### src/rtl/pc_fetch_ctrl_if.sv
// Fetch-stage bus between the PC sequencer and the core: instruction fetch,
// decoder control inputs and the sequencer's status/address outputs.
interface pc_fetch_ctrl_if #(
    parameter int unsigned PC_W = 10
) ();
    logic [31:0]     instr;
    logic            HLT;
    logic            onskip;
    logic            onop;
    logic            endPCorReg;
    logic            onWriteReg;
    logic            cond_true;
    logic [31:0]     reg_target;
    logic            in_confirm;

    logic [PC_W-1:0] imem_addr;
    logic [5:0]      opcode;
    logic [PC_W-1:0] pc_plus1;
    logic            reg_write_en;
    logic            stall;
    logic            halted;
    logic [31:0]     instr_count;

    // Core side: supplies the instruction and decoder results
    modport master (
        output instr, HLT, onskip, onop, endPCorReg, onWriteReg,
               cond_true, reg_target, in_confirm,
        input  imem_addr, opcode, pc_plus1, reg_write_en, stall,
               halted, instr_count
    );

    // Sequencer side
    modport slave (
        input  instr, HLT, onskip, onop, endPCorReg, onWriteReg,
               cond_true, reg_target, in_confirm,
        output imem_addr, opcode, pc_plus1, reg_write_en, stall,
               halted, instr_count
    );
endinterface

### src/rtl/pc_fetch_ctrl.sv
// Program counter and fetch sequencer for a single-cycle core: next-PC
// selection, IN-instruction operator stall and permanent HLT freeze.
module pc_fetch_ctrl #(
    parameter int unsigned     PC_W     = 10,
    parameter logic [PC_W-1:0] RESET_PC = '0,
    parameter logic [5:0]      OP_IN    = 6'b010100
) (
    input  logic           clock,
    input  logic           reset,
    pc_fetch_ctrl_if.slave bus
);

    typedef enum logic [1:0] {
        RUN     = 2'd0,
        WAIT_IN = 2'd1,
        HALTED  = 2'd2
    } state_e;

    state_e          state_q, state_d;
    logic [PC_W-1:0] pc_q, pc_d;
    logic [31:0]     count_q, count_d;
    logic            confirm_q;

    logic [5:0]      opcode_c;
    logic            is_in_c;
    logic            take_c;
    logic            confirm_edge_c;
    logic [PC_W-1:0] target_c;
    logic [PC_W-1:0] pc_inc_c;
    logic            we_c;
    logic            unused_bits;

    // Instruction decode helpers
    assign opcode_c       = bus.instr[31:26];
    assign is_in_c        = (opcode_c == OP_IN);
    assign take_c         = bus.onskip & (~bus.onop | bus.cond_true);
    assign confirm_edge_c = bus.in_confirm & ~confirm_q;
    assign pc_inc_c       = pc_q + PC_W'(1);
    assign target_c       = bus.endPCorReg ? bus.reg_target[PC_W-1:0]
                                           : bus.instr[PC_W-1:0];

    // Only the opcode and low address bits are consumed
    assign unused_bits = ^{bus.instr, bus.reg_target};

    // Next-state, next-PC, retire count and register write gating
    always_comb begin
        state_d = state_q;
        pc_d    = pc_q;
        count_d = count_q;
        we_c    = 1'b0;
        case (state_q)
            RUN: begin
                we_c = bus.onWriteReg & ~is_in_c & ~bus.HLT;
                if (bus.HLT) begin
                    state_d = HALTED;
                    count_d = count_q + 32'd1;
                end else if (is_in_c) begin
                    state_d = WAIT_IN;
                end else if (take_c) begin
                    pc_d    = target_c;
                    count_d = count_q + 32'd1;
                end else begin
                    pc_d    = pc_inc_c;
                    count_d = count_q + 32'd1;
                end
            end
            WAIT_IN: begin
                we_c = bus.onWriteReg & confirm_edge_c;
                if (confirm_edge_c) begin
                    state_d = RUN;
                    pc_d    = pc_inc_c;
                    count_d = count_q + 32'd1;
                end
            end
            HALTED: begin
                state_d = HALTED;
            end
            default: begin
                state_d = HALTED;
            end
        endcase
    end

    // State registers with synchronous reset
    always_ff @(posedge clock) begin
        if (reset) begin
            state_q   <= RUN;
            pc_q      <= RESET_PC;
            count_q   <= 32'd0;
            confirm_q <= 1'b0;
        end else begin
            state_q   <= state_d;
            pc_q      <= pc_d;
            count_q   <= count_d;
            confirm_q <= bus.in_confirm;
        end
    end

    // A reset cycle never commits a register write
    assign bus.imem_addr    = pc_q;
    assign bus.opcode       = opcode_c;
    assign bus.pc_plus1     = pc_inc_c;
    assign bus.reg_write_en = we_c & ~reset;
    assign bus.stall        = (state_q == WAIT_IN);
    assign bus.halted       = (state_q == HALTED);
    assign bus.instr_count  = count_q;

endmodule
### src/flat_wrapper.sv
// flat-port wrapper written by rule: the top's interface ports become plain ports
module pc_fetch_ctrl_flat 
#(
    parameter int unsigned     PC_W     = 10,
    parameter logic [PC_W-1:0] RESET_PC = '0,
    parameter logic [5:0]      OP_IN    = 6'b010100
)
  (clock, reset, bus_instr, bus_HLT, bus_onskip, bus_onop, bus_endPCorReg, bus_onWriteReg, bus_cond_true, bus_reg_target, bus_in_confirm, bus_imem_addr, bus_opcode, bus_pc_plus1, bus_reg_write_en, bus_stall, bus_halted, bus_instr_count);
  pc_fetch_ctrl_if #(.PC_W(PC_W)) bus_i ();
  input  logic clock;
  input  logic reset;
  input wire logic [$bits(bus_i.instr)-1:0] bus_instr;
  input wire logic [$bits(bus_i.HLT)-1:0] bus_HLT;
  input wire logic [$bits(bus_i.onskip)-1:0] bus_onskip;
  input wire logic [$bits(bus_i.onop)-1:0] bus_onop;
  input wire logic [$bits(bus_i.endPCorReg)-1:0] bus_endPCorReg;
  input wire logic [$bits(bus_i.onWriteReg)-1:0] bus_onWriteReg;
  input wire logic [$bits(bus_i.cond_true)-1:0] bus_cond_true;
  input wire logic [$bits(bus_i.reg_target)-1:0] bus_reg_target;
  input wire logic [$bits(bus_i.in_confirm)-1:0] bus_in_confirm;
  output wire logic [$bits(bus_i.imem_addr)-1:0] bus_imem_addr;
  output wire logic [$bits(bus_i.opcode)-1:0] bus_opcode;
  output wire logic [$bits(bus_i.pc_plus1)-1:0] bus_pc_plus1;
  output wire logic [$bits(bus_i.reg_write_en)-1:0] bus_reg_write_en;
  output wire logic [$bits(bus_i.stall)-1:0] bus_stall;
  output wire logic [$bits(bus_i.halted)-1:0] bus_halted;
  output wire logic [$bits(bus_i.instr_count)-1:0] bus_instr_count;
  assign bus_i.instr = bus_instr;
  assign bus_i.HLT = bus_HLT;
  assign bus_i.onskip = bus_onskip;
  assign bus_i.onop = bus_onop;
  assign bus_i.endPCorReg = bus_endPCorReg;
  assign bus_i.onWriteReg = bus_onWriteReg;
  assign bus_i.cond_true = bus_cond_true;
  assign bus_i.reg_target = bus_reg_target;
  assign bus_i.in_confirm = bus_in_confirm;
  assign bus_imem_addr = bus_i.imem_addr;
  assign bus_opcode = bus_i.opcode;
  assign bus_pc_plus1 = bus_i.pc_plus1;
  assign bus_reg_write_en = bus_i.reg_write_en;
  assign bus_stall = bus_i.stall;
  assign bus_halted = bus_i.halted;
  assign bus_instr_count = bus_i.instr_count;
  pc_fetch_ctrl #(.PC_W(PC_W), .RESET_PC(RESET_PC), .OP_IN(OP_IN)) u_core (.clock(clock), .reset(reset), .bus(bus_i));
endmodule
### config.mk
export PLATFORM = sky130hd
export DESIGN_NAME = pc_fetch_ctrl_flat
export DESIGN_NICKNAME = d
export VERILOG_FILES = /design/src/rtl/pc_fetch_ctrl_if.sv /design/src/rtl/pc_fetch_ctrl.sv /design/src/flat_wrapper.sv
export SDC_FILE = /design/constraint.sdc
export NUM_CORES = 1
export LEC_CHECK = 0
export ABC_AREA = 1
export ABC_CLOCK_PERIOD_IN_PS = 1600
export CAP_MARGIN = 20
export CORE_MARGIN = 8
export CORE_UTILIZATION = 42
export CTS_CLUSTER_SIZE = 10
export DETAILED_ROUTE_END_ITERATION = 8
export GPL_TIMING_DRIVEN = 0
export PLACE_DENSITY = 0.87
export SYNTH_ARGS = -nofsm -noshare
export SYNTH_HDL_FRONTEND = slang
export SYNTH_SLANG_ARGS = --single-unit
### constraint.sdc
create_clock -name clock -period 1.6 [get_ports clock]
set_input_delay 0.32 -clock clock [delete_from_list [all_inputs] [get_ports clock]]
set_output_delay 0.32 -clock clock [all_outputs]
set_load 0.03 [all_outputs]
Word-level counts from Yosys, hierarchy flattened
Cells that the tools add are included.

cells by class
  reductions and logical operators = 5
  muxes and demuxes = 15
  bitwise gates (word level) = 12
  equal/unequal tests = 8
  add/subtract/negate cells = 2

operator list
  operator                                                count
  2-to-1 mux 32 bit                                       3
  one-hot mux 32 bit (2 select lines)                     1
  2-to-1 mux 10 bit                                       5
  adder 32 x 1 -> 32 bit (second input constant)          1
  one-hot mux 10 bit (2 select lines)                     1
  adder 10 x 1 -> 10 bit (second input constant)          1
  AND 1 bit                                               6
  equality test 6 x 5 -> 1 bit (second input constant)    1
  2-to-1 mux 2 bit                                        3
  inverter 1 bit                                          5
  inequality test 2 bit (second input constant)           2
  one-hot mux 2 bit (2 select lines)                      1
  AND reduction 4 bit                                     1
  inequality test 3 x 2 -> 1 bit (second input constant)  1
  inequality test 3 bit (second input constant)           1
  AND reduction 3 bit                                     1
  equality test 2 x 1 -> 1 bit (second input constant)    1
  equality test 2 bit (second input constant)             1
  logical NOT 2 bit                                       1
  inequality test 2 x 1 -> 1 bit (second input constant)  1
  one-hot mux 1 bit (2 select lines)                      1
  AND reduction 2 bit                                     1
  nonzero test 2 bit                                      1
  OR 1 bit                                                1

storage, ports and cells
  word-level logic and storage cells = 46
  input bits = 73
  bits in registers = 45
  output and inout port bits = 61

Logic depth before layout (Yosys ltp)
  word-level depth = 7
  depth in mapped cells = 10
  gate-level depth less buffers = 9

Least setup slack after synthesis
Ideal clock, no wire load.

  kind = register to output
  from = reg u_core.pc_q[0], in the netlist u_core.bus.imem_addr[0]
  to = out bus_pc_plus1[9]
  required time = 1.280 ns
  setup slack = -0.417 ns
  stages on the path, launching flop included = 6
  arrival = 1.697 ns
  path buffers = 0
  cells stage by stage = dfxtp_1 -> inv_1 -> nor2_2 -> nand2_1 -> nor2_1 -> xor2_1

between the ends
  longest elaborated chain between the ends = 1

ends and longest elaborated chain
  item                    line                 text
  start, declared         pc_fetch_ctrl.sv:20  logic [PC_W-1:0] pc_q, pc_d;
  start signal, assigned  pc_fetch_ctrl.sv:93  pc_q <= pc_d;
  adder 10 x 1 -> 10 bit  pc_fetch_ctrl.sv:38  assign pc_inc_c = pc_q + PC_W'(1);
  end, declared           flat_wrapper.sv:23   output wire logic [$bits(bus_i.pc_plus1)-1:0] bus_pc_plus1;

No other way between the ends.

Worst setup path in the final report
  from = reg u_core.pc_q[2], in the netlist u_core.bus.imem_addr[2]
  to = out bus_pc_plus1[9]

The elaborated chain is that of the path after synthesis.

==> summary.md <==
| Metric | Value |
|---|---|
| Post-Syn Area | 2992 µm² |
| # nets final | 700 |
| Core Util, Final | a little over two thirds |
| Syn. warnings | 0 |
| Pre-antenna DRT Iters | 7 |
| Number of synthesized register bits | between 40 and 50 |
| Status | finished, violations left |
| Critical path class | reg -> out |
| Endpoints failing setup | 14 |
| Area leader, netlist | dfxtp_1 |
| Max-cap violations | 0 |
| Worst skew pair latency | 0.31 ns |
| Cells after Synth | roughly 500 |
| Slew HR | about 61% |
| Vias in the first global route | between 3000 and 4000 |
| H-tree levels | 2 |
| Element type at the critical path end | output port |
| GRT overflow | 0 |
| Worst hold slack | 0.3410 ns |
| Num ports | around 130 |
| Vias per Instance | between 5 and 6 |
| Core Box Area | a little under 7000 µm² |
| DP HPWL | about 7300 µm |
| WP data required | approximately 1.3 ns |
| Initial core utilization | a little over two fifths |
| Post-layout minimum cycle time | between 1.5 and 2 ns |
| Post-synthesis average cell area | a little over 6 µm² |
| Rows | 30 |
| Skew final | between 0.005 and 0.006 ns |
| DR vias | a little under 4000 |
| Clock-pin slew on the worst setup and hold paths | roughly 0.090 ns |
| CTS tree | built |
| Chip width | between 100 and 150 µm |
| Share of cells above drive strength 1 | roughly a quarter |
| Worst-Margin Slew | around 0.58 ns |
| Inserted Clock Buffers | 5 |
| Leakage | approximately 0.0022 µW |
| PwrDens | 629.4 nW/µm² |
| WL per Instance | between 15 and 20 µm |
| Initial detailed-routing violation count | approximately 410 |
| Post-route setup TNS | -2.558 ns |
| Die Height | roughly 100 µm |
| Distinct cells, synth | 37 |
| Area after DPL | 4131 µm² |
| Mapped Nets | ~560 |
| Fin crit share | 120.4% |
| ANT cells | 0 |
| RR Startpoint | u_core.bus.imem_addr[1] |
| Violated checks | negative setup slack |
| Area growth syn-to-layout | 61.69% |
| Die ar. | 10080 µm² |
| Area contributors post-synth | dfxtp_1, nand2_1, nor2_1 |
| Port bufs | 94 |
| Fmax | about 0.52 GHz |
| Max-slew violations | 0 |
| RSZ-0062 raised after global routing | yes |
| # DRC | 0 |
| Largest net degree at the start of global routing | 15 |
| Hold Fails Final Rpt | 0 |
| Design Area, Final | slightly below 5000 µm² |
| Hold crit path type | in -> reg |
| Initial antenna violation count | 0 |
| Yosys top cell area share | a little under a third |
| Crit path launch type | register |
| Gp weighted congestion | approximately 0.93 |
| All-layer global routing usage | between 20% and 30% |
| Root Driver | clkbuf_8 |
| Clk buf depth | 2 |
| Clk sink count | 45 |
| Final setup margin | -0.3257 ns |
| Worst-path fanout max | 4 |
| Max rail drop VDD | slightly below 0.4 mV |
| Hold Buf Count CTS | 0 |
| First-pass GRT wire length | approximately 17000 µm |
| Arrival @ worst endpoint | roughly 1.6 ns |
| Seq/Total Area, Yosys | a little under a third |
| Critical path startpoint | u_core.bus.imem_addr[2] |
| Remaining antenna violation count | 0 |
| Final WL | around 12000 µm |
| Hold_sp | reset |
-- per-layer routing --
layer / vias up / part of all wire, % / wire length (µm) / track usage [%]
met5: - / 0 / 0 / 0
met4: 0 / 5.0 / 619 / 7.093
met3: 73 / 9.3 / 1149 / 5.675
met2: 261 / 49 / 5997 / 36.62
met1: 1835 / 37 / 4529 / 22.38
li1: 1795 / - / - / -
-- registers in the layout, indices dropped and copies added (netlist names) --
| signal | flops |
|---|---|
| u_core.state_q | 2 |
| u_core.bus.instr_count | 32 |
| u_core.confirm_q | 1 |
| u_core.bus.imem_addr | 10 |
-- stage by stage --
step / worst slack (ns) / total power [µW] / std cells
floorplan: -0.01442 / 1577 / 488
global placement: -0.9475 / 1834 / 678
detailed placement: -0.9706 / 1848 / 678
CTS: -0.3270 / 2891 / 699
global route: -0.3811 / 3139 / 722
finish: -0.3257 / 3044 / 722
-- worst max-delay path: stages (launching register included) --
cell and delay (ns):
dfxtp_4 0.40, nand2_2 0.12, nor2_4 0.19, nand2_4 0.09, nor2_4 0.12, xor2_2 0.21
buf_6 0.16
-- cell usage after synthesis, drive strengths merged --
cell / n
buf: 14
nand4: 2
inv: 49
or2: 3
xnor2: 5
o211ai: 2
dfxtp: 45
nand2: 168
nand3: 31
nor3: 4
a211oi: 1
xor2: 12
clkbuf: 5
mux2i: 2
o21bai: 2
a31oi: 3
and3b: 1
nor2: 84
a21oi: 33
ha: 2
nor3b: 1
o21ai: 19
-- report_power, final --
part           total, µW  internal [µW]  switching, µW
Sequential          1210           1150           54.9
Combinational        779            348            431
Clock               1060            621            437
-- final timing paths --
check | end | slack (ns) | cells after the start
min reg2reg | u_core.bus.instr_count[12] | 0.51 | 2
max reg2reg | u_core.bus.imem_addr[4] | -0.26 | 12
min | u_core.bus.instr_count[10] | 0.34 | 2
max | bus_pc_plus1[9] | -0.33 | 6
-- layout make-up --
class,instances,area [µm²]
plain buffers,18,131.4
clock buffers,5,68.82
clock inverters,3,65.06
fillers,518,1994
inverters,49,193.9
multi-input cells,375,2078
flip-flops and latches,45,950.9
well taps,96,120.1
repair buffers,131,1229
-- placed cells by master, fill, tap and decap left out, types with 17 or more instances in the layout --
cell / Yosys / layout
buf_6: 2 / 17
nand2_1: 166 / 157
a21oi_1: 32 / 31
buf_4: 9 / 37
nor2_1: 74 / 64
dfxtp_1: 45 / 21
inv_1: 47 / 40
nand3_1: 30 / 25
dlygate4sd2_1: 0 / 40
clkdlybuf4s50_1: 0 / 25
-- cell families after synthesis --
group / share of synthesized area, %
and+or+nand+nor: 41.95
AOI/OAI and AO/OA: 11.08
adders and majority gates: 0.8363
xor gates and xnor gates: 4.977
buffers and inverters: 10.37
muxes: 0.6692
DFF: 30.11
-- what timing repair did --
action                                  4_1_cts  5_1_grt
gates cloned                                  0        1
buffers inserted                             13       24
endpoints found under the setup margin       67       55
resized for setup                           151       85
pin swaps                                     8       30
No activity file was read; power rests on OpenSTA's default activity.
